[config.mk]
export PLATFORM = sky130hd
export DESIGN_NAME = fetch_queue
export DESIGN_NICKNAME = d
export VERILOG_FILES = /design/src/rtl/pipeline.sv /design/src/rtl/fetch_queue.sv
export SDC_FILE = /design/constraint.sdc
export NUM_CORES = 1
export LEC_CHECK = 0
export ABC_AREA = 0
export CAP_MARGIN = 5
export CORE_MARGIN = 4
export CORE_UTILIZATION = 43
export CTS_CLUSTER_DIAMETER = 50
export DETAILED_ROUTE_END_ITERATION = 16
export PLACE_DENSITY = 0.65
export SYNTH_ARGS = -nofsm -noshare
export SYNTH_HDL_FRONTEND = slang
export SYNTH_SLANG_ARGS = --single-unit
[constraint.sdc]
create_clock -name clk -period 4.1 [get_ports clk]
set_input_delay 1.025 -clock clk [delete_from_list [all_inputs] [get_ports clk]]
set_output_delay 1.025 -clock clk [all_outputs]
set_load 0.05 [all_outputs]
[src/rtl/pipeline.sv]
// Shared pipeline parameters for the front-end stages.
package pipeline;
  parameter int XLEN = 32;
endpackage

[src/rtl/fetch_queue.sv]
// Fetch-to-decode instruction queue: circular buffer of DEPTH entries (instr[31:2], pc, pc+4).
// Latency 1 cycle; `define FETCH_QUEUE_BYPASS_EN adds a zero-latency path when empty.
// Backpressure: in_ready = !full (independent of out_ready); flush drops everything, incl. the cycle's push/pop.
module fetch_queue
  import pipeline::*;
#(
  parameter int DEPTH = 4
) (
  input  logic                     clk,
  input  logic                     reset,
  input  logic                     flush,
  input  logic                     in_valid,
  output logic                     in_ready,
  input  logic [31:2]              in_instr,
  input  logic [XLEN-1:0]          in_curr_pc,
  input  logic [XLEN-1:0]          in_inc_pc,
  output logic                     out_valid,
  input  logic                     out_ready,
  output logic [31:2]              out_instr,
  output logic [XLEN-1:0]          out_curr_pc,
  output logic [XLEN-1:0]          out_inc_pc,
  output logic [$clog2(DEPTH):0]   count
);

  localparam int AW = $clog2(DEPTH);
  localparam int CW = AW + 1;
  localparam logic [CW-1:0] FULL = CW'(DEPTH);

  if (DEPTH < 2 || DEPTH > 16 || (DEPTH & (DEPTH - 1)) != 0) begin : g_bad_depth
    $error("fetch_queue: DEPTH must be a power of two in 2..16");
  end

  logic [29:0]     instr_mem [DEPTH];
  logic [XLEN-1:0] curr_mem  [DEPTH];
  logic [XLEN-1:0] inc_mem   [DEPTH];

  logic [AW-1:0] rd_ptr;
  logic [AW-1:0] wr_ptr;
  logic          bypass;
  logic          stored_valid;
  logic          push;
  logic          pop;

  assign in_ready     = (count != FULL);
  assign stored_valid = (count != '0) && !flush;

`ifdef FETCH_QUEUE_BYPASS_EN
  // An empty queue hands the incoming entry straight to decode without storing it.
  assign bypass      = (count == '0) && in_valid && out_ready && !flush;
  assign out_valid   = stored_valid || bypass;
  assign out_instr   = bypass ? in_instr   : instr_mem[rd_ptr];
  assign out_curr_pc = bypass ? in_curr_pc : curr_mem[rd_ptr];
  assign out_inc_pc  = bypass ? in_inc_pc  : inc_mem[rd_ptr];
`else
  assign bypass      = 1'b0;
  assign out_valid   = stored_valid;
  assign out_instr   = instr_mem[rd_ptr];
  assign out_curr_pc = curr_mem[rd_ptr];
  assign out_inc_pc  = inc_mem[rd_ptr];
`endif

  // in_ready already excludes full, so a same-cycle pop never frees room for a push.
  assign push = in_valid && in_ready && !flush && !bypass;
  assign pop  = stored_valid && out_ready;

  always_ff @(posedge clk or posedge reset) begin
    if (reset) begin
      rd_ptr <= '0;
      wr_ptr <= '0;
      count  <= '0;
    end else if (flush) begin
      rd_ptr <= '0;
      wr_ptr <= '0;
      count  <= '0;
    end else begin
      if (push) wr_ptr <= wr_ptr + AW'(1);
      if (pop)  rd_ptr <= rd_ptr + AW'(1);
      case ({push, pop})
        2'b10:   count <= count + CW'(1);
        2'b01:   count <= count - CW'(1);
        default: count <= count;
      endcase
    end
  end

  always_ff @(posedge clk) begin
    if (push) begin
      instr_mem[wr_ptr] <= in_instr;
      curr_mem[wr_ptr]  <= in_curr_pc;
      inc_mem[wr_ptr]   <= in_inc_pc;
    end
  end

  always @(posedge clk) begin
    if (!reset) assert (!(count > FULL));
  end

endmodule

==> out/metrics.sh <==
OUTCOME='finished, final reports clean'
PLACEMENT.IO_BUFFERS=197
SETUP_TNS_AFTER_FINAL_LAYOUT_NS=0
WORST_SETUP_PATH_END_KIND='output port'
SYN-NUM-NETS=665
LAYOUT-DRIVE-GT1-SHARE_PCT=22.1
GRT_UTIL_ALL_LAYERS_PCT=15.2
SYNTH_SEQ_CELLS=383
DIE_OUTLINE_AREA_MM2=0.0359
REGAREA_MM2=0.0115
MAX_FREQ_GHz=0.258
VIAS_PER_INSTANCE=5.20
WORSTSKEWPAIRLATENCY_NS=0.51
FIN_WS_NS=0.229
DIE-HEIGHT_UM=190
LAYOUT.CELL_AREA.NON_FILLER_MM2=0.0182
YS.WARNINGS.COUNT=0
NUMBER_OF_GLOBAL_ROUTE_VIAS_BEFORE_REPAIR=7303
SEQ_AREA_FRAC_SYNTH_PCT=80.9
ROUTED_WL_MM=27.4
FIN_CRIT_NS=3.87
CLOCK_SKEW_NS=0.0114
HOLD_FIX_BUFFERS_AT_CTS=0
WORSTPATHMAXFANOUT=30
TOTAL_POWER_mW=10.1
NUM_ANTENNA_CELLS=0
FINAL-MAX-SLEW-VIOLATION-COUNT=0
PERIOD_SHARE_PCT=94.4
VIA_COUNT=6577
NUM_ROWS=66
WORST_HOLD_PATH.NUM_CELLS=2
POST_SYNTHESIS_INSTANCE_AREA_MM2=0.0142
SLEW-LIMIT-HEADROOM_PCT=58.8
PLACED_CELL_AREA_MM2=0.0168
DIE_W_UM=190
POST_CTS.REPAIR.SETUP_BUFFERS=0
NUMBER_OF_NETS_IN_THE_LAYOUT=896
PLACE_WS_NS=0.682
AVGSYNTHCELLAREA_UM2=25.3
P_LEAK_nW=5.72
FINAL_HOLD_VIO_COUNT=0
INITIAL_UTILIZATION_PCT=43.6
FIRST_ITER_VIOLATIONS=319
TIMING_WORST_SETUP_PATH_TYPE='flop to output port'
CTS-ROOT-TO-SINK-BUFFERS=3
REGTOREGSETUPSLACK_NS=1.93
DOMINANTREGCELLSYNTH='sky130_fd_sc_hd__edfxtp_1'
SYNTH_EDF_COUNT=376
GRT_SETUP_UNREPAIRED='false'
WORST_R2R_PATH_DEPTH=4
WORSTPATHARRIVAL_NS=2.85
POWER_PER_CELL_AREA_mW_PER_MM2=555
CLOCK_TREE_FROM_TRITONCTS='built'
GRT_ANTENNA_BEFORE_REPAIR=3
HOLD_PATH_CLASS='flop to flop'
DRV.MAX_CAP_VIOLATION_COUNT=0
MAXIMUM_NUMBER_OF_PINS_ON_ONE_NET_BEFORE_GLOBAL_ROUTE_REPAIR=49
CLOCK-ROOT-BUFFER='sky130_fd_sc_hd__clkbuf_16'
CTS_MADE_BUFFERS=43
CTSHTREEMAXLEVEL=2
YS_TYPES=37
1ST_PASS_ROUTER_ITERATIONS=4
DRT-WIRELENGTH-PER-CELL_UM=21.6
CTS_NUM_SINKS=383
SETUP_VIOL_COUNT_FINAL=0
POST_CTS.RESIZED_INSTANCES=0
FRACTION_OF_REGISTERS_WITH_ASYNC_SET_OR_RESET_AFTER_SYNTHESIS_PCT=1.83
ANTENNA_VIOLATING_NETS_POST_ROUTE=0
IO_PINS=198
WORST_IR_DROP_VDD_mV=0.299
ROUTE.DETAILED.DRC=0
PATH_CLK_SLEW_NS=0.06
GLOBAL_ROUTE.OVERFLOW_TOTAL=0
CORE_MM2=0.0325
HPWLAFTERDP_MM=16.7
CRITICAL_PATH_REQUIRED_NS=3.07
TIMING_WORST_SLEW_PIN_VALUE_NS=0.616
GRT_PASS1_WL_MM=42.3
FILLERS=2439
ROUTABILITY_DRIVEN_PLACEMENT_CONGESTION_RATIO=0.718
MULTI_INPUT_AREA_MM2=0.00247
SYN_TO_FINAL_GROWTH_PCT=28.5
START_KIND='flop'
SYNTHCELLS=561
-- state kept, by name, summed over array words and instances (netlist names) --
signal and flops:
wr_ptr 2, inc_mem 128, count 3, instr_mem 120, curr_mem 128, rd_ptr 2
-- Yosys cell counts (all sizes together) (3+ instances only) --
| library cell | count | area [µm²] |
|---|---|---|
| and2 | 4 | 25.0 |
| dfrtp | 7 | 175 |
| nor2 | 6 | 22.5 |
| o21ai | 3 | 15.0 |
| mux4 | 94 | 2120 |
| nor3 | 3 | 15.0 |
| inv | 7 | 26.3 |
| ha | 4 | 50.1 |
| nand3 | 4 | 20.0 |
| a21oi | 3 | 15.0 |
| edfxtp | 376 | 11300 |
| buf | 23 | 204 |
| clkbuf | 5 | 18.8 |
-- logic make-up after synthesis --
logic type / share of synthesized area, %
DFF: 80.9
xor gates and xnor gates: 0.185
and+or+nand+nor: 0.971
AOI/OAI and AO/OA: 0.777
buffers and inverters: 1.76
adders and majority gates: 0.494
muxes: 14.9
-- path summary, 6_finish.rpt --
path	to	startpoint
setup reg to reg	inc_mem[2][5]	count[0]
setup / recovery	out_curr_pc[1]	rd_ptr[0]
min in group asynchronous	count[0]	reset
max in group asynchronous	rd_ptr[1]	reset
hold reg to reg	wr_ptr[0]	wr_ptr[0]
hold / removal	wr_ptr[0]	wr_ptr[0]
-- power by group --
group          leakage [nW]  internal, mW  switching [mW]
combinational          1.53         0.725            1.07
sequential             3.50          4.44          0.0703
clock                 0.694          2.33            1.47
total                  5.72          7.49            2.61
-- per-layer routing --
metal / wire (µm) / part of all wire (%) / vias to the layer above / track usage [%]
met2: 13700 / 50 / 195 / 25.7
li1: - / - / 2873 / -
met5: 41 / 0.15 / - / 0
met3: 1690 / 6.2 / 59 / 3.80
met4: 697 / 2.5 / 6 / 4.09
met1: 11200 / 41 / 3444 / 19.9
-- per-stage QoR --
step | util (%) | instances | hold WS [ns]
6_report | 56.0 | 1265 | 0.617
5_1_grt | 56.0 | 1265 | 0.643
2_1_floorplan | - | 561 | 0.557
4_1_cts | 56.0 | 1265 | 0.611
3_5_place_dp | 51.6 | 1189 | 0.603
3_3_place_gp | 51.6 | 1189 | 0.569
-- worst max-delay path: stages (launching register included) --
cell and delay (ns):
sky130_fd_sc_hd__dfrtp_4 0.69, sky130_fd_sc_hd__buf_12 0.31, sky130_fd_sc_hd__mux4_2 0.55, sky130_fd_sc_hd__clkdlybuf4s50_1 0.76
-- cell usage in the layout, fill, tap and decap left out, types with 2 or more instances in the layout --
cell type	synthesis	final
sky130_fd_sc_hd__edfxtp_1	376	376
sky130_fd_sc_hd__clkdlybuf4s50_1	0	197
sky130_fd_sc_hd__mux4_2	94	94
sky130_fd_sc_hd__clkbuf_16	0	45
sky130_fd_sc_hd__buf_12	4	13
sky130_fd_sc_hd__clkbuf_1	5	8
sky130_fd_sc_hd__inv_1	7	7
sky130_fd_sc_hd__nor2_1	6	6
sky130_fd_sc_hd__bufinv_16	0	5
sky130_fd_sc_hd__clkinv_1	0	5
sky130_fd_sc_hd__dfrtp_1	7	5
sky130_fd_sc_hd__nand3_1	4	4
sky130_fd_sc_hd__and2_4	0	4
sky130_fd_sc_hd__ha_1	4	4
sky130_fd_sc_hd__clkinv_2	0	4
sky130_fd_sc_hd__clkinv_4	0	4
sky130_fd_sc_hd__buf_4	5	4
sky130_fd_sc_hd__a21oi_1	3	3
sky130_fd_sc_hd__o21ai_0	3	3
sky130_fd_sc_hd__nor3_1	3	3
sky130_fd_sc_hd__nand2b_1	2	2
sky130_fd_sc_hd__xor2_1	2	2
sky130_fd_sc_hd__clkinvlp_4	0	2
sky130_fd_sc_hd__inv_8	0	2
sky130_fd_sc_hd__dfrtp_4	0	2
-- final cells by class --
cell class	instances	area share, %
clock buffer	53	6.35
clock inverter	23	1.52
inverter	7	0.144
multi-input combinational	143	13.6
sequential	383	63.0
tap	442	3.04
timing repair buffer	214	12.4
(Power assumes the default switching activity.)
